`config.mk`:
```
export PLATFORM = sky130hd
export DESIGN_NAME = mnacidpro_valve_sequencer
export DESIGN_NICKNAME = d
export VERILOG_FILES = /design/src/rtl/mnacidpro_seq_pkg.sv /design/src/rtl/mnacidpro_pump_phaser.sv /design/src/rtl/mnacidpro_valve_sequencer.sv
export SDC_FILE = /design/constraint.sdc
export NUM_CORES = 1
export LEC_CHECK = 0
export ABC_AREA = 1
export ABC_CLOCK_PERIOD_IN_PS = 4700
export CAP_MARGIN = 0
export CORE_MARGIN = 2
export CORE_UTILIZATION = 57
export CTS_BUF_LIST = sky130_fd_sc_hd__clkbuf_2 sky130_fd_sc_hd__clkbuf_4 sky130_fd_sc_hd__clkbuf_8
export DETAILED_ROUTE_END_ITERATION = 6
export MAX_ROUTING_LAYER = met4
export PLACE_DENSITY = 0.83
export SLEW_MARGIN = 0
export SYNTH_ARGS = -nofsm -noshare
export SYNTH_HDL_FRONTEND = slang
export SYNTH_SLANG_ARGS = --single-unit
```
`constraint.sdc`:
```
create_clock -name clk -period 4.7 [get_ports clk]
set_clock_uncertainty 0.1 [all_clocks]
set_input_delay 0.47 -clock clk [delete_from_list [all_inputs] [get_ports clk]]
set_output_delay 0.47 -clock clk [all_outputs]
set_load 0.02 [all_outputs]
```
`src/rtl/mnacidpro_seq_pkg.sv`:
```
`default_nettype none
// ============================================================================
// Module : mnacidpro_seq_pkg
// Brief  : Shared types and constants for the mnacidpro valve sequencer:
//          FSM states, phase codes, valve maps and the pump step table.
// Rev    : 1.0  initial release
// ============================================================================
package mnacidpro_seq_pkg;

    typedef enum logic [1:0] {
        ST_IDLE   = 2'd0,
        ST_SETTLE = 2'd1,
        ST_PUMP   = 2'd2,
        ST_DONE   = 2'd3
    } seq_state_t;

    localparam logic [2:0] c_ph_idle    = 3'd0;
    localparam logic [2:0] c_ph_load    = 3'd1;
    localparam logic [2:0] c_ph_lysis   = 3'd2;
    localparam logic [2:0] c_ph_wash    = 3'd3;
    localparam logic [2:0] c_ph_elute   = 3'd4;
    localparam logic [2:0] c_ph_collect = 3'd5;
    localparam logic [2:0] c_ph_done    = 3'd6;

    // Bit positions follow the port order of the valve outputs
    localparam int c_vlv_lysis     = 0;
    localparam int c_vlv_wash      = 1;
    localparam int c_vlv_elute     = 2;
    localparam int c_vlv_dead_end  = 3;
    localparam int c_vlv_vertical  = 4;
    localparam int c_vlv_horiz     = 5;
    localparam int c_vlv_waste     = 6;
    localparam int c_vlv_bead      = 7;
    localparam int c_vlv_loop_exit = 8;
    localparam int c_vlv_bead_trap = 9;
    localparam int c_vlv_collect   = 10;

    localparam logic [10:0] c_map_closed  = 11'h7FF;
    localparam logic [10:0] c_map_load    = ~((11'd1 << c_vlv_bead) | (11'd1 << c_vlv_horiz) |
                                              (11'd1 << c_vlv_bead_trap));
    localparam logic [10:0] c_map_lysis   = ~((11'd1 << c_vlv_lysis) | (11'd1 << c_vlv_vertical) |
                                              (11'd1 << c_vlv_loop_exit));
    localparam logic [10:0] c_map_wash    = ~((11'd1 << c_vlv_wash) | (11'd1 << c_vlv_horiz) |
                                              (11'd1 << c_vlv_waste));
    localparam logic [10:0] c_map_elute   = ~((11'd1 << c_vlv_elute) | (11'd1 << c_vlv_vertical) |
                                              (11'd1 << c_vlv_dead_end));
    localparam logic [10:0] c_map_collect = ~((11'd1 << c_vlv_collect) | (11'd1 << c_vlv_loop_exit));

    function automatic logic [10:0] phase_valves(input logic [2:0] ph);
        case (ph)
            c_ph_load:    return c_map_load;
            c_ph_lysis:   return c_map_lysis;
            c_ph_wash:    return c_map_wash;
            c_ph_elute:   return c_map_elute;
            c_ph_collect: return c_map_collect;
            default:      return c_map_closed;
        endcase
    endfunction

    // Peristaltic step table; reverse mode walks it from the far end
    function automatic logic [2:0] pump_step(input logic [2:0] idx, input logic rev);
        logic [2:0] sel;
        sel = rev ? (3'd5 - idx) : idx;
        case (sel)
            3'd0:    return 3'b110;
            3'd1:    return 3'b100;
            3'd2:    return 3'b101;
            3'd3:    return 3'b001;
            3'd4:    return 3'b011;
            default: return 3'b010;
        endcase
    endfunction

    function automatic int max_int(input int a, input int b);
        return (a > b) ? a : b;
    endfunction

endpackage
`default_nettype wire

```
`src/rtl/mnacidpro_pump_phaser.sv`:
```
`default_nettype none
// ============================================================================
// Module : mnacidpro_pump_phaser
// Brief  : Pump step divider, 6-step pattern generator and stroke counter.
//          Optional pump_rev input when MNA_SEQ_PUMP_REVERSE_EN is defined.
// Rev    : 1.0  initial release
// ============================================================================
module mnacidpro_pump_phaser
    import mnacidpro_seq_pkg::*;
#(
    parameter int PUMP_DIV = 1000,
    parameter int STROKE_W = 6
) (
    input  logic                clk,
    input  logic                rst_n,
    input  logic                en,
    input  logic                clr,
    input  logic [STROKE_W-1:0] strokes_target,
`ifdef MNA_SEQ_PUMP_REVERSE_EN
    input  logic                pump_rev,
`endif
    output logic [2:0]          pump,
    output logic                stroke_done
);

    localparam int DIV_W = (PUMP_DIV > 1) ? $clog2(PUMP_DIV) : 1;
    localparam logic [DIV_W-1:0] c_div_last = DIV_W'(PUMP_DIV - 1);

    logic [DIV_W-1:0]    r_div;
    logic [2:0]          r_step;
    logic [STROKE_W-1:0] r_stroke;
    logic                r_rev;
    logic                r_active;
    logic [2:0]          r_pump;
    logic                w_rev_req;
    logic                w_step_last;

`ifdef MNA_SEQ_PUMP_REVERSE_EN
    assign w_rev_req = pump_rev;
`else
    assign w_rev_req = 1'b0;
`endif

    assign w_step_last = (r_div == c_div_last);
    // strokes_target is the index of the final stroke
    assign stroke_done = r_active && w_step_last && (r_step == 3'd5) && (r_stroke == strokes_target);
    assign pump        = r_pump;

    always_ff @(posedge clk) begin
        if (!rst_n || clr) begin
            r_div    <= '0;
            r_step   <= '0;
            r_stroke <= '0;
            r_rev    <= 1'b0;
            r_active <= 1'b0;
            r_pump   <= 3'b111;
        end else if (en) begin
            if (!r_active) begin
                r_active <= 1'b1;
                r_rev    <= w_rev_req;
                r_pump   <= pump_step(3'd0, w_rev_req);
            end else if (w_step_last) begin
                r_div <= '0;
                if (r_step == 3'd5) begin
                    r_step   <= '0;
                    r_stroke <= r_stroke + 1'b1;
                    r_rev    <= w_rev_req;
                    r_pump   <= pump_step(3'd0, w_rev_req);
                end else begin
                    r_step <= r_step + 3'd1;
                    r_pump <= pump_step(r_step + 3'd1, r_rev);
                end
            end else begin
                r_div <= r_div + 1'b1;
            end
        end
    end

endmodule
`default_nettype wire

```
`src/rtl/mnacidpro_valve_sequencer.sv`:
```
`default_nettype none
// ============================================================================
// Module : mnacidpro_valve_sequencer
// Brief  : Runs LOAD->LYSIS->WASH->ELUTE->COLLECT x SIZE on the mnacidpro chip
//          valves and pump. Optional reverse pumping: MNA_SEQ_PUMP_REVERSE_EN.
// Rev    : 1.0  initial release
// ============================================================================
module mnacidpro_valve_sequencer
    import mnacidpro_seq_pkg::*;
#(
    parameter int SIZE            = 3,
    parameter int PUMP_DIV        = 1000,
    parameter int SETTLE_CYC      = 500,
    parameter int LOAD_STROKES    = 64,
    parameter int LYSIS_STROKES   = 64,
    parameter int WASH_STROKES    = 64,
    parameter int ELUTE_STROKES   = 64,
    parameter int COLLECT_STROKES = 64,
    localparam int IDX_W = (SIZE > 1) ? $clog2(SIZE) : 1
) (
    input  logic             clk,
    input  logic             rst_n,
    input  logic             start,
    input  logic             abort,
`ifdef MNA_SEQ_PUMP_REVERSE_EN
    input  logic             pump_rev,
`endif
    output logic             lysis_ctrl,
    output logic             wash_ctrl,
    output logic             elute_ctrl,
    output logic             dead_end_ctrl,
    output logic             vertical_ctrl,
    output logic             horiz_ctrl,
    output logic             waste_ctrl,
    output logic             bead_ctrl,
    output logic             loop_exit_ctrl,
    output logic             bead_trap_ctrl,
    output logic             collect_ctrl,
    output logic [2:0]       pump,
    output logic [IDX_W-1:0] collect_idx,
    output logic [2:0]       phase,
    output logic             busy,
    output logic             done
);

    localparam int MAX_STROKES = max_int(max_int(max_int(LOAD_STROKES, LYSIS_STROKES),
                                                 max_int(WASH_STROKES, ELUTE_STROKES)),
                                         COLLECT_STROKES);
    localparam int STROKE_W = (MAX_STROKES > 1) ? $clog2(MAX_STROKES) : 1;
    localparam int SET_W    = (SETTLE_CYC > 1) ? $clog2(SETTLE_CYC) : 1;

    localparam logic [SET_W-1:0] c_settle_last = SET_W'(SETTLE_CYC - 1);
    localparam logic [IDX_W-1:0] c_idx_last    = IDX_W'(SIZE - 1);

    seq_state_t          r_state;
    logic [2:0]          r_phase;
    logic [IDX_W-1:0]    r_idx;
    logic [SET_W-1:0]    r_settle;
    logic [10:0]         r_valves;
    logic                r_busy;
    logic                r_done;

    seq_state_t          w_nxt_state;
    logic [2:0]          w_nxt_phase;
    logic [IDX_W-1:0]    w_nxt_idx;
    logic [SET_W-1:0]    w_nxt_settle;
    logic [STROKE_W-1:0] w_target;
    logic                w_pump_en;
    logic                w_stroke_done;
    logic [2:0]          w_pump;

    always_comb begin
        case (r_phase)
            c_ph_load:  w_target = STROKE_W'(LOAD_STROKES - 1);
            c_ph_lysis: w_target = STROKE_W'(LYSIS_STROKES - 1);
            c_ph_wash:  w_target = STROKE_W'(WASH_STROKES - 1);
            c_ph_elute: w_target = STROKE_W'(ELUTE_STROKES - 1);
            default:    w_target = STROKE_W'(COLLECT_STROKES - 1);
        endcase
    end

    always_comb begin
        w_nxt_state  = r_state;
        w_nxt_phase  = r_phase;
        w_nxt_idx    = r_idx;
        w_nxt_settle = r_settle;
        if (abort) begin
            w_nxt_state  = ST_IDLE;
            w_nxt_phase  = c_ph_idle;
            w_nxt_idx    = '0;
            w_nxt_settle = '0;
        end else begin
            case (r_state)
                ST_IDLE: begin
                    if (start) begin
                        w_nxt_state  = ST_SETTLE;
                        w_nxt_phase  = c_ph_load;
                        w_nxt_idx    = '0;
                        w_nxt_settle = '0;
                    end
                end
                ST_SETTLE: begin
                    if (r_settle == c_settle_last) begin
                        w_nxt_state  = ST_PUMP;
                        w_nxt_settle = '0;
                    end else begin
                        w_nxt_settle = r_settle + 1'b1;
                    end
                end
                ST_PUMP: begin
                    // COLLECT repeats per outlet before the run completes
                    if (w_stroke_done) begin
                        w_nxt_state = ST_SETTLE;
                        if (r_phase != c_ph_collect) begin
                            w_nxt_phase = r_phase + 3'd1;
                        end else if (r_idx != c_idx_last) begin
                            w_nxt_idx = r_idx + 1'b1;
                        end else begin
                            w_nxt_state = ST_DONE;
                            w_nxt_phase = c_ph_done;
                        end
                    end
                end
                ST_DONE: begin
                    w_nxt_state = ST_IDLE;
                    w_nxt_phase = c_ph_idle;
                    w_nxt_idx   = '0;
                end
                default: begin
                    w_nxt_state = ST_IDLE;
                    w_nxt_phase = c_ph_idle;
                end
            endcase
        end
    end

    always_ff @(posedge clk) begin
        if (!rst_n) begin
            r_state  <= ST_IDLE;
            r_phase  <= c_ph_idle;
            r_idx    <= '0;
            r_settle <= '0;
            r_valves <= c_map_closed;
            r_busy   <= 1'b0;
            r_done   <= 1'b0;
        end else begin
            r_state  <= w_nxt_state;
            r_phase  <= w_nxt_phase;
            r_idx    <= w_nxt_idx;
            r_settle <= w_nxt_settle;
            r_valves <= phase_valves(w_nxt_phase);
            r_busy   <= (w_nxt_state == ST_SETTLE) || (w_nxt_state == ST_PUMP);
            r_done   <= (w_nxt_state == ST_DONE);
        end
    end

    // Phaser registers its pump output on the same edge the FSM enters PUMP
    assign w_pump_en = (w_nxt_state == ST_PUMP);

    mnacidpro_pump_phaser #(
        .PUMP_DIV (PUMP_DIV),
        .STROKE_W (STROKE_W)
    ) u_phaser (
        .clk            (clk),
        .rst_n          (rst_n),
        .en             (w_pump_en),
        .clr            (!w_pump_en),
        .strokes_target (w_target),
`ifdef MNA_SEQ_PUMP_REVERSE_EN
        .pump_rev       (pump_rev),
`endif
        .pump           (w_pump),
        .stroke_done    (w_stroke_done)
    );

    assign {collect_ctrl, bead_trap_ctrl, loop_exit_ctrl, bead_ctrl, waste_ctrl, horiz_ctrl,
            vertical_ctrl, dead_end_ctrl, elute_ctrl, wash_ctrl, lysis_ctrl} = r_valves;
    assign pump        = w_pump;
    assign collect_idx = r_idx;
    assign phase       = r_phase;
    assign busy        = r_busy;
    assign done        = r_done;

endmodule
`default_nettype wire

```
==> summary.txt <==
Status
  – Status: finished clean

Timing
  – Hold Violations, Final: 0
  – Fmax: 320 MHz
  – Setup-failing EPs final: 0
  – Fin crit share: 0.665
  – Min cycle time layout: between 3 and 4 ns
  – RSZ-0062 raised after global routing: no
  – Setup_tns: 0 ns
  – Worst slew pin tran: 0.625 ns
  – Slew Viols, Final: 0
  – Headroom to the max-slew limit: 0.580

Worst setup path
  – Crit path buffers/inverters: 2
  – Crit start category: register
  – Arr. time, crit path: 3.23 ns
  – CP Cell Sequence: ha_1 > nand2_1 > nor2_4 > nand3_4 > nor2_8 > nand2_2 > o21ai_0 > o21a_1 > nor2_1 > ha_1 > nand2_1 > clkinv_1 > nand2_1 > inv_1 > nand2_1 > nor2_1
  – CP required: 4.81 ns
  – Crit. End Element: register
  – Max Fanout on Critical Path: 10
  – Crit-path slowest cell: dfxtp_1
  – Max incr delay on CP: ~0.39 ns
  – Crit path kind: reg2reg
  – Cell mode on critical path: nand2_1
  – Delay-heaviest family, CP: simple AND/OR/NAND/NOR gates

Placement
  – Dpl cell area: 0.00273 sq mm
  – Final RePlAce weighted congestion: approximately 0.87
  – Post-DP HPWL: between 3000 and 4000 um
  – Port bufs: 24

Power
  – Clk pwr share: 0.399
  – Switching pwr: 173 uW
  – LEAKAGE: 1.18 nW
  – Seq pwr share: 0.539
  – Maximum ir drop on the vdd rail: ~0.23 mV
  – Switching Fraction: 0.220
  – Power density over the cells: 275 mW/mm^2
  – Combinational fraction of design power: 0.062
  – Pint: just over 600 uW

Clock tree
  – # resized after CTS: 0
  – CTS tree: yes
  – Clock tree root driver cell: clkbuf_8
  – Clock sinks: 49
  – Setup bufs post-CTS: 0
  – Clk buf depth: 2
  – CTS clk-pin slew, worst paths: approximately 0.090 ns
  – Worst-Skew Late Latency: approximately 0.3 ns
  – H-tree levels: 2
  – Number of buffers added to fix hold violations after cts: 0
  – TritonCTS Buffers: 5

Floorplanning
  – Boundary Pins: 25
  – Core area: 0.00406 sq mm
  – Row Count: 23
  – Initial Util: 0.605
  – Chip width: 69.6 um
  – Die area: about 0.0048 sq mm
  – Chip height: 69.6 um

Logic synthesis
  – Synth top area cells: dfxtp_1 (40%), nand2_1 (8.0%), inv_1 (7.8%)
  – Sequential share of the synthesized area: 0.400
  – Cells after Synth: 326
  – Number of synthesized flops with an enable pin: 0
  – #FFs+latches synth: 49
  – Syn nets: about 340
  – Top FF cell, synth: dfxtp_1
  – Unique masters post-synth: 36
  – FFs w/ async S/R, synth: 0
  – Most numerous cell in the Yosys netlist: nand2_1
  – Cell Area, Synth: 0.00245 sq mm
  – Warnings, synthesis: 0
  – Cell taking the most area after synthesis: dfxtp_1
  – Top cell type's share of synthesized area: 0.400
  – Mapped Avg Cell Area: 7.53 sq um
  – Post-synth top cells: nand2_1 (52), inv_1 (51), dfxtp_1 (49), nor2_1 (39), a21oi_1 (26)

GRT
  – GRT Overall Usage: 0.216
  – Global route overflow: 0
  – Maximum number of pins on one net before global-route repair: 16
  – Global-route wire length before repair: 8280 um
  – Vias in the first global route: about 1900
  – Initial antenna violation count: 0

Detailed routing
  – Final wirelength: around 4700 um
  – WL per Instance: 11.6 um
  – DR vias/cell: roughly 5.1
  – DRC: 0
  – Routed Antenna Nets: 0
  – DR iter-0 viols: 125
  – Vias: 2084
  – First-pass DRT Iterations: 4

Cells and area
  – Share of post-route cells with drive strength above 1: 0.0958
  – Filler Cells Inserted: 341
  – Final Cell Area: between 0.002 and 0.003 sq mm
  – # diodes: 0
  – Area grow syn2layout: 16.3%
  – Final-stage net count: 367

Min path
  – Worst min path class: reg2reg

Job
  – Max_cap viols: 0
==> power groups by stage <==
stage	combinational [mW]	clock, mW	sequential [mW]
floorplan	0.0260	0	0.437
global placement	0.0481	0	0.432
detailed placement	0.0485	0	0.433
CTS	0.0490	0.320	0.423
global route	0.0544	0.338	0.424
finish	0.0486	0.312	0.423
==> layer usage <==
metal	vias up	global-route usage	wire [um]
met5	-	-	0
met1	924	0.268	2210
li1	1117	-	-
met4	0	0.0769	75
met2	39	0.347	2180
met3	4	0.0494	215
==> registers in the layout, indices dropped and copies added, names as in the netlist <==
| signal | count |
|---|---|
| u_phaser.pump | 3 |
| u_phaser.r_active | 1 |
| r_valves | 8 |
| r_state | 2 |
| r_settle | 9 |
| done | 1 |
| collect_idx | 2 |
| u_phaser.r_div | 10 |
| u_phaser.r_step | 3 |
| phase | 3 |
| u_phaser.r_stroke | 6 |
| busy | 1 |
==> cell usage in the layout, fill, tap and decap left out, types with 8 or more instances in the layout <==
master | netlist | layout
nand2_2 | 8 | 8
ha_1 | 9 | 9
nor2_1 | 39 | 39
nand2_1 | 52 | 52
nand3_1 | 24 | 24
a21oi_1 | 26 | 26
clkdlybuf4s50_1 | 0 | 24
o21ai_0 | 14 | 14
dfxtp_1 | 49 | 49
inv_1 | 51 | 51
==> worst paths after layout <==
check        slack, ns                   end  cells after the start            startpoint
max               1.57     u_phaser.r_div[9]                     16     u_phaser.r_div[0]
min               0.36  u_phaser.r_stroke[4]                      2  u_phaser.r_stroke[4]
max reg2reg       1.57     u_phaser.r_div[9]                     16     u_phaser.r_div[0]
min reg2reg       0.36  u_phaser.r_stroke[4]                      2  u_phaser.r_stroke[4]
==> cells by family after synthesis <==
logic type                 share of synthesized area
AOI/OAI and AO/OA                              0.140
xor gates and xnor gates                      0.0143
adders and majority gates                     0.0459
buffers and inverters                         0.0918
DFF                                            0.400
and+or+nand+nor                                0.308
==> worst reg2reg max path, cell delays in order, from the launching register on <==
cell and delay [ns]:
dfxtp_1 0.39, ha_1 0.20, nand2_1 0.11, nor2_4 0.11, nand3_4 0.11, nor2_8 0.17
nand2_2 0.11, o21ai_0 0.16, o21a_1 0.16, nor2_1 0.06, ha_1 0.25, nand2_1 0.28
clkinv_1 0.35, nand2_1 0.26, inv_1 0.08, nand2_1 0.07, nor2_1 0.03
==> stage by stage <==
step / cells / power, mW / util / setup WS [ns] / hold slack [ns]
after detailed placement: 397 / 0.481 / 0.674 / 1.61 / 0.341
after floorplan: 326 / 0.463 / - / 2.09 / 0.326
after CTS: 405 / 0.792 / 0.703 / 1.58 / 0.357
final: 405 / 0.784 / 0.703 / 1.57 / 0.362
after global placement: 397 / 0.481 / 0.674 / 1.79 / 0.338
after global routing: 405 / 0.816 / 0.703 / 1.23 / 0.393
==> cell type report <==
| cell class | count | area [sq um] | share of cell area |
|---|---|---|---|
| tap | 50 | 62.6 | 0.0219 |
| clock inverter | 2 | 37.5 | 0.0132 |
| inverter | 54 | 203 | 0.0710 |
| multi-input combinational | 220 | 1250 | 0.437 |
| sequential | 49 | 981 | 0.344 |
| clock buffer | 6 | 82.6 | 0.0289 |
| timing repair buffer | 24 | 240 | 0.0842 |
No activity file was read; power rests on OpenSTA's default activity.
